## config.mk

```make
export PLATFORM = sky130hd
export DESIGN_NAME = io_write_dispatch
export DESIGN_NICKNAME = d
export VERILOG_FILES = /design/src/rtl/io_pkg.sv /design/src/rtl/io_wr_fifo.sv /design/src/rtl/io_write_dispatch.sv
export SDC_FILE = /design/constraint.sdc
export NUM_CORES = 1
export LEC_CHECK = 0
export CAP_MARGIN = 20
export CORE_ASPECT_RATIO = 1.25
export CORE_MARGIN = 2
export CORE_UTILIZATION = 50
export CTS_CLUSTER_DIAMETER = 30
export CTS_CLUSTER_SIZE = 16
export DETAILED_ROUTE_END_ITERATION = 6
export GPL_ROUTABILITY_DRIVEN = 0
export PLACE_DENSITY = 0.76
export SETUP_SLACK_MARGIN = 0.5
export SLEW_MARGIN = 30
export SYNTH_ARGS = -nofsm -noshare
export SYNTH_HDL_FRONTEND = slang
export SYNTH_SLANG_ARGS = --single-unit
```

## constraint.sdc

```tcl
create_clock -name clk -period 3.6 [get_ports clk]
set_input_delay 0.36 -clock clk [delete_from_list [all_inputs] [get_ports clk]]
set_output_delay 0.36 -clock clk [all_outputs]
set_load 0.03 [all_outputs]
```

## src/rtl/io_pkg.sv

```systemverilog
// io_pkg: shared helpers for the IO write dispatcher.
//   clog2       - ceiling log2, used for FIFO pointer/level widths
//   block_mask  - address mask that strips the in-block offset bits
//   entry_w     - width of one posted-write entry {offset, data}
package io_pkg;

    function automatic int clog2(input int v);
        int r;
        r = 0;
        while ((1 << r) < v) r++;
        return r;
    endfunction

    // Ones above the offset field, zeros in it; callers truncate to their bus width.
    function automatic logic [63:0] block_mask(input int block_size);
        return ~((64'd1 << block_size) - 64'd1);
    endfunction

    function automatic int entry_w(input int block_size, input int data_width);
        return block_size + data_width;
    endfunction

endpackage

```

## src/rtl/io_wr_fifo.sv

```systemverilog
// io_wr_fifo: synchronous posted-write FIFO, first-word-fall-through head.
//   clk, rst_n  clock / async active-low reset
//   i_push      write i_din (ignored when full)
//   i_pop       drop head entry (ignored when empty)
//   o_dout      current head entry (valid when !o_empty)
//   o_full      level == DEPTH
//   o_empty     level == 0
//   o_level     occupancy 0..DEPTH
module io_wr_fifo
    import io_pkg::*;
#(
    parameter int WIDTH = 21,
    parameter int DEPTH = 4
) (
    input  logic                   clk,
    input  logic                   rst_n,
    input  logic                   i_push,
    input  logic [WIDTH-1:0]       i_din,
    input  logic                   i_pop,
    output logic [WIDTH-1:0]       o_dout,
    output logic                   o_full,
    output logic                   o_empty,
    output logic [clog2(DEPTH):0]  o_level
);

    localparam int AW = clog2(DEPTH);
    localparam int LW = AW + 1;

    logic [WIDTH-1:0] r_mem [DEPTH];
    logic [AW-1:0]    r_wr_ptr;
    logic [AW-1:0]    r_rd_ptr;
    logic [LW-1:0]    r_level;
    logic             w_push;
    logic             w_pop;

    assign o_full  = (r_level == LW'(DEPTH));
    assign o_empty = (r_level == '0);
    assign o_level = r_level;
    assign o_dout  = r_mem[r_rd_ptr];

    assign w_push = i_push & ~o_full;
    assign w_pop  = i_pop & ~o_empty;

    // Storage needs no reset: level/pointers decide what is valid.
    always_ff @(posedge clk) begin
        if (w_push) r_mem[r_wr_ptr] <= i_din;
    end

    // DEPTH is a power of two, so pointers wrap by natural overflow.
    always_ff @(posedge clk or negedge rst_n) begin
        if (!rst_n) begin
            r_wr_ptr <= '0;
            r_rd_ptr <= '0;
            r_level  <= '0;
        end else begin
            if (w_push) r_wr_ptr <= r_wr_ptr + 1'b1;
            if (w_pop)  r_rd_ptr <= r_rd_ptr + 1'b1;
            case ({w_push, w_pop})
                2'b10:   r_level <= r_level + 1'b1;
                2'b01:   r_level <= r_level - 1'b1;
                default: r_level <= r_level;
            endcase
        end
    end

endmodule

```

## src/rtl/io_write_dispatch.sv

```systemverilog
// io_write_dispatch: decodes CPU IO writes into one address block, posts them
// into a small FIFO and replays each as a one-cycle write enable on its channel.
//   clk, rst_n    clock / async active-low reset
//   cpu_din       CPU write data
//   cpu_addr      CPU address; low BLOCK_SIZE bits select the channel
//   io_wr         CPU write strobe, one write per high cycle
//   io_stall      write hits the block while the FIFO is full
//   ch_ready      per-channel accept
//   io_dout       registered dispatched data (holds between writes)
//   io_we         registered one-hot write enable
//   fifo_level    FIFO occupancy
//   err_clr       clear both sticky flags
//   err_overflow  sticky: block write dropped on full FIFO
//   err_unmapped  sticky: block write to offset >= NUM_CH
module io_write_dispatch
    import io_pkg::*;
#(
    parameter int                   DATA_WIDTH    = 16,
    parameter int                   ADDRESS_WIDTH = 16,
    parameter int                   BLOCK_SIZE    = 5,
    parameter logic [ADDRESS_WIDTH-1:0] IO_BASE_ADDR = 16'h1000,
    parameter int                   NUM_CH        = 4,
    parameter int                   FIFO_DEPTH    = 4
) (
    input  logic                        clk,
    input  logic                        rst_n,
    input  logic [DATA_WIDTH-1:0]       cpu_din,
    input  logic [ADDRESS_WIDTH-1:0]    cpu_addr,
    input  logic                        io_wr,
    output logic                        io_stall,
    input  logic [NUM_CH-1:0]           ch_ready,
    output logic [DATA_WIDTH-1:0]       io_dout,
    output logic [NUM_CH-1:0]           io_we,
    output logic [clog2(FIFO_DEPTH):0]  fifo_level,
    input  logic                        err_clr,
    output logic                        err_overflow,
    output logic                        err_unmapped
);

    localparam int EW = entry_w(BLOCK_SIZE, DATA_WIDTH);
    localparam logic [ADDRESS_WIDTH-1:0] IO_BASE_MASK = ADDRESS_WIDTH'(block_mask(BLOCK_SIZE));
    localparam logic [BLOCK_SIZE:0]      NUM_CH_W     = (BLOCK_SIZE + 1)'(NUM_CH);

    logic                  w_hit;
    logic [BLOCK_SIZE-1:0] w_off;
    logic                  w_mapped;
    logic                  w_push;
    logic                  w_pop;
    logic                  w_full;
    logic                  w_empty;
    logic [EW-1:0]         w_head;
    logic [BLOCK_SIZE-1:0] w_head_off;
    logic [DATA_WIDTH-1:0] w_head_data;
    logic [NUM_CH-1:0]     w_head_oh;

    assign w_hit    = io_wr & ((cpu_addr & IO_BASE_MASK) == IO_BASE_ADDR);
    assign w_off    = cpu_addr[BLOCK_SIZE-1:0];
    assign w_mapped = ({1'b0, w_off} < NUM_CH_W);
    // Full blocks the push even if the head pops this cycle (no write-through).
    assign w_push   = w_hit & w_mapped & ~w_full;
    assign io_stall = w_hit & w_full;

    io_wr_fifo #(
        .WIDTH (EW),
        .DEPTH (FIFO_DEPTH)
    ) u_fifo (
        .clk     (clk),
        .rst_n   (rst_n),
        .i_push  (w_push),
        .i_din   ({w_off, cpu_din}),
        .i_pop   (w_pop),
        .o_dout  (w_head),
        .o_full  (w_full),
        .o_empty (w_empty),
        .o_level (fifo_level)
    );

    assign w_head_off  = w_head[EW-1:DATA_WIDTH];
    assign w_head_data = w_head[DATA_WIDTH-1:0];

    // Stored offsets are always < NUM_CH, so this is exactly one-hot.
    for (genvar i = 0; i < NUM_CH; i++) begin : g_oh
        assign w_head_oh[i] = (w_head_off == BLOCK_SIZE'(i));
    end

    // Strictly in-order: only the head's own channel ready can release it.
    assign w_pop = ~w_empty & |(w_head_oh & ch_ready);

    always_ff @(posedge clk or negedge rst_n) begin
        if (!rst_n) begin
            io_we   <= '0;
            io_dout <= '0;
        end else begin
            io_we <= w_pop ? w_head_oh : '0;
            if (w_pop) io_dout <= w_head_data;
        end
    end

    // Set has priority over clear so a same-cycle event is never lost.
    always_ff @(posedge clk or negedge rst_n) begin
        if (!rst_n) begin
            err_overflow <= 1'b0;
            err_unmapped <= 1'b0;
        end else begin
            if (w_hit & w_full)         err_overflow <= 1'b1;
            else if (err_clr)           err_overflow <= 1'b0;
            if (w_hit & ~w_mapped)      err_unmapped <= 1'b1;
            else if (err_clr)           err_unmapped <= 1'b0;
        end
    end

endmodule

```

==> impl_metrics.json, run 1 <==
{
  "n_antenna_cell": 0,
  "p_seq_share_pct": 36.4,
  "syn-num-nets": 253,
  "placedCellCount": 395,
  "endpoint_kind": "flip-flop",
  "async_flop_share_pct": 25.7,
  "fin_crit_ns": 2.90,
  "clkPwrFrac_pct": 35.9,
  "combPwrFrac_pct": 27.7,
  "power.density_mw_per_mm2": 782,
  "clk_pin_slew_ns": 0.06,
  "synthAdderAreaFrac_pct": 1.89,
  "synth.avg_cell_area_um2": 21.1,
  "yosys_warnings": 0,
  "report.final.slew_viol_count": 0,
  "rows": 38,
  "switching_share_pct": 27.6,
  "portBuffers": 65,
  "cts.sinks": 113,
  "layout.nets": 340,
  "synth_cells": 207,
  "stdcell_area_mm2": 0.00579,
  "critical-path-top-delay-family": "multiplexers",
  "seq_area_frac_synth_pct": 74.3,
  "dp_hpwl_um": 4860,
  "crit_type": "reg2reg",
  "worstHoldPathType": "in2async",
  "cts_setup_buffers": 0,
  "synth.cell_area_mm2": 0.00437,
  "antenna_found_initial": 0,
  "synth_compound_area_share_pct": 0.830,
  "slowest_stage": "mux4_2",
  "drive_gt1_share_pct": 24.4,
  "first_global_vias": 2381,
  "grt_remaining_overflow": 0,
  "dr.pass1.iters": 4,
  "grt_pass1_wl_um": 12600,
  "pre_cts_ws_ns": 0.685,
  "clock_latency_ns": 0.49,
  "yosysMostFrequentCell": "edfxtp_1",
  "status": "finished, final reports clean",
  "die_h_um": 109,
  "dpl_cell_area_mm2": 0.00519,
  "ys.flop_type": "edfxtp_1",
  "tritoncts": "done",
  "worst_path_most_repeated_cell": "mux2i_1",
  "cp_data_required_time_ns": 3.97,
  "rsz0062_at_grt": "false",
  "synth_top_area_share_pct": 57.7,
  "cp_max_fo": 9,
  "switchingPower_mw": 1.25,
  "synth_edf_count": 84,
  "fp.dieW_um": 87.6,
  "ir_worst_vdd_mv": 0.418,
  "min_period_over_period_pct": 80.5,
  "ys_types": 34,
  "skew_ns": 0.00695,
  "finalSetupViolations": 0,
  "synthSimpleGateAreaFrac_pct": 3.58,
  "start_util_pct": 50.8,
  "finalHoldViolCount": 0,
  "path_buf_inv": 0,
  "final_cells": 427,
  "setup_slack_ns": 0.703,
  "drc": 0,
  "syn_to_final_growth_pct": 32.3,
  "synth_top_cell_by_area": "edfxtp_1",
  "wl_per_cell_um": 17.9,
  "yosys-top-cells-area": "edfxtp_1 58%, dfrtp_1 17%, mux4_2 8.2%, mux2_4 4.8%, mux4_1 1.8%",
  "maxCapViolations": 0,
  "cp_slowest_stage_delay_ns": 0.65,
  "cts-root-buf": "clkbuf_8",
  "cts_resized": 0,
  "drt_iter0_drc": 92,
  "cts_buffers": 17,
  "die_area_mm2": 0.00951,
  "synthMuxAreaShare_pct": 16.6,
  "cp_cell_sequence": "mux4_2 -> mux2i_1 -> mux2i_1 -> nor2b_4 -> ha_1 -> fa_1 -> xnor2_1 -> nor2_1 -> xor2_1",
  "grt_max_degree": 30,
  "htree_levels": 4,
  "vias": 2156,
  "synth_top_family_by_area": "multiplexers",
  "p_total_mw": 4.52,
  "synth-xor-area-share_pct": 1.20,
  "core_mm2": 0.00861,
  "via_per_inst": 5.05,
  "cts.path.max_buffers": 2,
  "grtUsageTotal_pct": 18.6,
  "postCtsHoldBufs": 0,
  "cp.arrival_ns": 3.27,
  "ioPinCount": 66,
  "max_freq_mhz": 345,
  "wl_um": 7660,
  "ys_top_cells_by_count": "84 x edfxtp_1, 29 x dfrtp_1, 16 x mux4_2, 14 x mux2_4, 6 x inv_1",
  "ys_ff_latch": 113,
  "p_int_mw": 3.27,
  "drtAntennaViolNets": 0,
  "worst_pin_slew_ns": 0.480,
  "nFillCells": 585,
  "fin_tns_setup_ns": 0,
  "timing.slew.headroom_pct": 68.0,
  "leakagePower_nw": 2.09,
  "critPathLaunchType": "flip-flop"
}
[per-layer routing]
| layer | vias up | global-route usage, % | wire (um) | part of all wire [%] |
|---|---|---|---|---|
| li1 | 999 | - | - | - |
| met1 | 1104 | 22.3 | 3050 | 40 |
| met2 | 43 | 31.7 | 4250 | 56 |
| met3 | 10 | 4.89 | 237 | 3.1 |
| met4 | 0 | 7.91 | 114 | 1.5 |
| met5 | - | 0 | 0 | 0 |
[flip-flops by register name (all words and copies together) (netlist names)]
register         count
io_dout             16
u_fifo.r_mem        84
err_overflow         1
u_fifo.o_level       3
err_unmapped         1
io_we                4
u_fifo.r_wr_ptr      2
u_fifo.r_rd_ptr      2
[cells by family (layout without fill, tap and decap cells)]
logic type,Yosys count,count (layout)
simple gates,25,25
fa+ha+maj,6,6
mux,40,40
flops,113,113
compound gates,5,5
xor+xnor,6,6
buf+inv,12,112
[cell usage in the layout, fill, tap and decap left out, types with 2 or more instances in the layout]
master	count
mux4_1	3
inv_1	6
or3_1	2
mux4_2	16
buf_4	9
clkbuf_8	2
nor4b_1	2
clkdlybuf4s50_1	65
o22ai_1	2
and3b_1	2
mux2i_1	3
xnor2_1	5
edfxtp_1	84
nand2_1	2
clkinv_4	2
bufinv_16	3
nor3_1	2
clkinvlp_4	6
dfrtp_1	29
ha_1	5
mux2_4	14
and2_1	4
nor2_1	5
mux2_2	4
clkinv_2	2
clkbuf_16	16
[worst paths after layout]
path	end	startpoint	slack, ns	depth (start not counted)
max in group asynchronous	io_dout[8]	rst_n	3.04	2
min	io_dout[11]	rst_n	0.27	2
min in group clk	err_overflow	err_clr	0.48	2
min reg2reg	io_dout[0]	io_dout[0]	0.50	1
max	u_fifo.o_level[2]	u_fifo.r_rd_ptr[0]	0.70	9
max reg2reg	u_fifo.o_level[2]	u_fifo.r_rd_ptr[0]	0.70	9
[power by group through the flow]
stage | clock, mW | combinational, mW | sequential (mW)
3_3_place_gp | 0 | 1.24 | 1.67
4_1_cts | 1.64 | 1.28 | 1.65
3_5_place_dp | 0 | 1.27 | 1.67
2_1_floorplan | 0 | 0.651 | 1.87
5_1_grt | 1.70 | 1.34 | 1.67
6_report | 1.62 | 1.25 | 1.65
[final cells by class]
| class | count | area (um2) | area share, % |
|---|---|---|---|
| clock buffers | 19 | 432 | 7.46 |
| clock inverters | 13 | 163 | 2.81 |
| well taps | 120 | 150 | 2.60 |
| multi-input cells | 82 | 1050 | 18.2 |
| repair buffers | 74 | 718 | 12.4 |
| flip-flops and latches | 113 | 3250 | 56.1 |
| inverters | 6 | 22.5 | 0.389 |
[metrics by stage]
| step | hold WS (ns) | util [%] |
|---|---|---|
| 3_3_place_gp | 0.492 | 60.3 |
| 4_1_cts | 0.271 | 67.2 |
| 2_1_floorplan | 0.0644 | - |
| 3_5_place_dp | 0.497 | 60.3 |
| 6_report | 0.265 | 67.2 |
| 5_1_grt | 0.288 | 67.2 |
No activity file was read; power rests on OpenSTA's default activity.
==> run 2: changes to the inputs <==
- clock period: 3.6 -> 2.8 ns (I/O delays scaled with it)
==> run 2 against run 1 <==
  * Die area unchanged
  * Clock power increased by 41%
  * Critical path type unchanged
  * Core utilization increased by 2.2 points
  * Highest routed layer unchanged
  * Largest power group is now clock
  * Critical endpoint unchanged
  * Worst setup slack got worse by 0.48 ns
==> impl_metrics.json, run 2 (same netlist as run 1, synthesis figures left out) <==
{
  "top_layer": "met4",
  "drc": 0,
  "via_per_inst": 5.17,
  "setup_slack_ns": 0.221,
  "fp.dieW_um": 87.6,
  "finalSetupViolations": 0,
  "skew_ns": 0.00790,
  "antenna_found_initial": 0,
  "max_freq_mhz": 388,
  "cts.path.max_buffers": 2,
  "drive_gt1_share_pct": 27.2,
  "switchingPower_mw": 1.64,
  "rows": 38,
  "clock_latency_ns": 0.50,
  "cp_data_required_time_ns": 3.23,
  "dr.pass1.iters": 4,
  "grtUsageTotal_pct": 18.2,
  "clkPwrFrac_pct": 37.0,
  "cp_max_fo": 6,
  "endpoint_kind": "flip-flop",
  "stdcell_area_mm2": 0.00598,
  "maxCapViolations": 0,
  "met3_length_um": 353,
  "reg_top3": "u_fifo.r_mem: 84 flops, io_dout: 16 flops, io_we: 4 flops",
  "combPwrFrac_pct": 28.8,
  "ir_worst_vdd_mv": 0.588,
  "start_util_pct": 50.8,
  "first_global_vias": 2402,
  "dpl_cell_area_mm2": 0.00522,
  "cts-root-buf": "clkbuf_8",
  "drtAntennaViolNets": 0,
  "grt_remaining_overflow": 0,
  "min_period_over_period_pct": 92.1,
  "critPathLaunchType": "flip-flop",
  "die_area_mm2": 0.00951,
  "ioPinCount": 66,
  "syn_to_final_growth_pct": 36.7,
  "report.final.slew_viol_count": 0,
  "pre_cts_ws_ns": 0.126,
  "tritoncts": "done",
  "die_h_um": 109,
  "dr_wl_met2_um": 4420,
  "p_int_mw": 4.53,
  "htree_levels": 4,
  "rsz0062_at_grt": "true",
  "portBuffers": 65,
  "p_seq_share_pct": 34.2,
  "vias": 2254,
  "timing.slew.headroom_pct": 51.8,
  "fin_crit_ns": 2.58,
  "crit_type": "reg2reg",
  "wl_um": 8340,
  "worst_pin_slew_ns": 0.724,
  "power.density_mw_per_mm2": 1030,
  "cts_buffers": 17,
  "post-route-util_pct": 69.4,
  "largest_reg_flops": 84,
  "nFillCells": 560,
  "leakagePower_nw": 2.20,
  "worstHoldPathType": "in2async",
  "layout.nets": 349,
  "n_antenna_cell": 0,
  "cts.sinks": 113,
  "met1Wirelength_um": 3380,
  "dp_hpwl_um": 4520,
  "core_mm2": 0.00861,
  "finalHoldViolCount": 0,
  "fin_tns_setup_ns": 0,
  "layout_common_cells": "84 x edfxtp_1, 63 x clkdlybuf4s50_1, 28 x dfrtp_1",
  "layout_commonest_cell": "edfxtp_1",
  "cp.arrival_ns": 3.01,
  "regMostFlops": "u_fifo.r_mem",
  "drt_iter0_drc": 126,
  "p_total_mw": 6.17,
  "grt_max_degree": 30,
  "clk_pin_slew_ns": 0.05,
  "grt_pass1_wl_um": 12200,
  "status": "finished, final reports clean",
  "switching_share_pct": 26.6,
  "wl_per_cell_um": 19.1
}
run 2: worst paths after layout:
path                                      end  depth (start not counted)  slack [ns]          startpoint
max in group asynchronous  u_fifo.r_rd_ptr[0]                          2        1.92               rst_n
min                         u_fifo.o_level[2]                          2        0.37               rst_n
min reg2reg                       io_dout[15]                          1        0.50         io_dout[15]
max reg2reg                 u_fifo.o_level[2]                          9        0.22  u_fifo.r_rd_ptr[0]
min in group clk           u_fifo.r_mem[2][7]                          1        0.41          cpu_din[7]
max                         u_fifo.o_level[2]                          9        0.22  u_fifo.r_rd_ptr[0]
run 2: what timing repair did:
item,CTS,global route
endpoints found under the setup margin,23,24
pin swaps,0,3
cloned,0,2
hold buffers,1,0
setup buffers,2,3
gates resized for setup,1,6
hold endpoints to repair,29,0
run 2: routing by layer:
metal  track usage [%]  vias up
met3              4.89       14
met1              20.6     1154
met5                 0        -
li1                  -     1020
met2              31.0       66
met4              10.0        0
run 2: worst max-delay path, stage by stage (launching register included):
cell	delay (ns)
dfrtp_2	0.44
mux4_2	0.57
mux2i_1	0.21
mux2i_2	0.11
nor2b_4	0.15
ha_4	0.18
fa_1	0.43
xnor2_1	0.13
nor2_1	0.13
xor2_1	0.15
run 2: cell type report:
type,count,area [um2],area share [%]
Sequential cell,113,3250,54.4
Multi-Input combinational cell,82,1070,18.0
Timing Repair Buffer,83,846,14.2
Clock buffer,22,453,7.58
Clock inverter,10,181,3.04
Tap cell,120,150,2.51
Inverter,6,22.5,0.377
run 2: power by group through the flow:
stage / logic (mW) / registers [mW] / clock network, mW
6_report: 1.77 / 2.11 / 2.28
5_1_grt: 1.88 / 2.13 / 2.39
4_1_cts: 1.67 / 2.11 / 2.31
3_5_place_dp: 1.63 / 2.14 / 0
3_3_place_gp: 1.60 / 2.14 / 0
2_1_floorplan: 0.845 / 2.40 / 0
run 2: stage by stage:
step           cells  hold slack, ns
2_1_floorplan    207         -0.0156
6_report         436           0.372
3_3_place_gp     396           0.375
4_1_cts          431           0.375
5_1_grt          436           0.400
3_5_place_dp     396           0.383
==> run 3: changes to the inputs <==
- GPL_TIMING_DRIVEN: unset -> 1
==> results of run 3 <==
The final DEF is identical to that of run 2; final timing and power are the same.
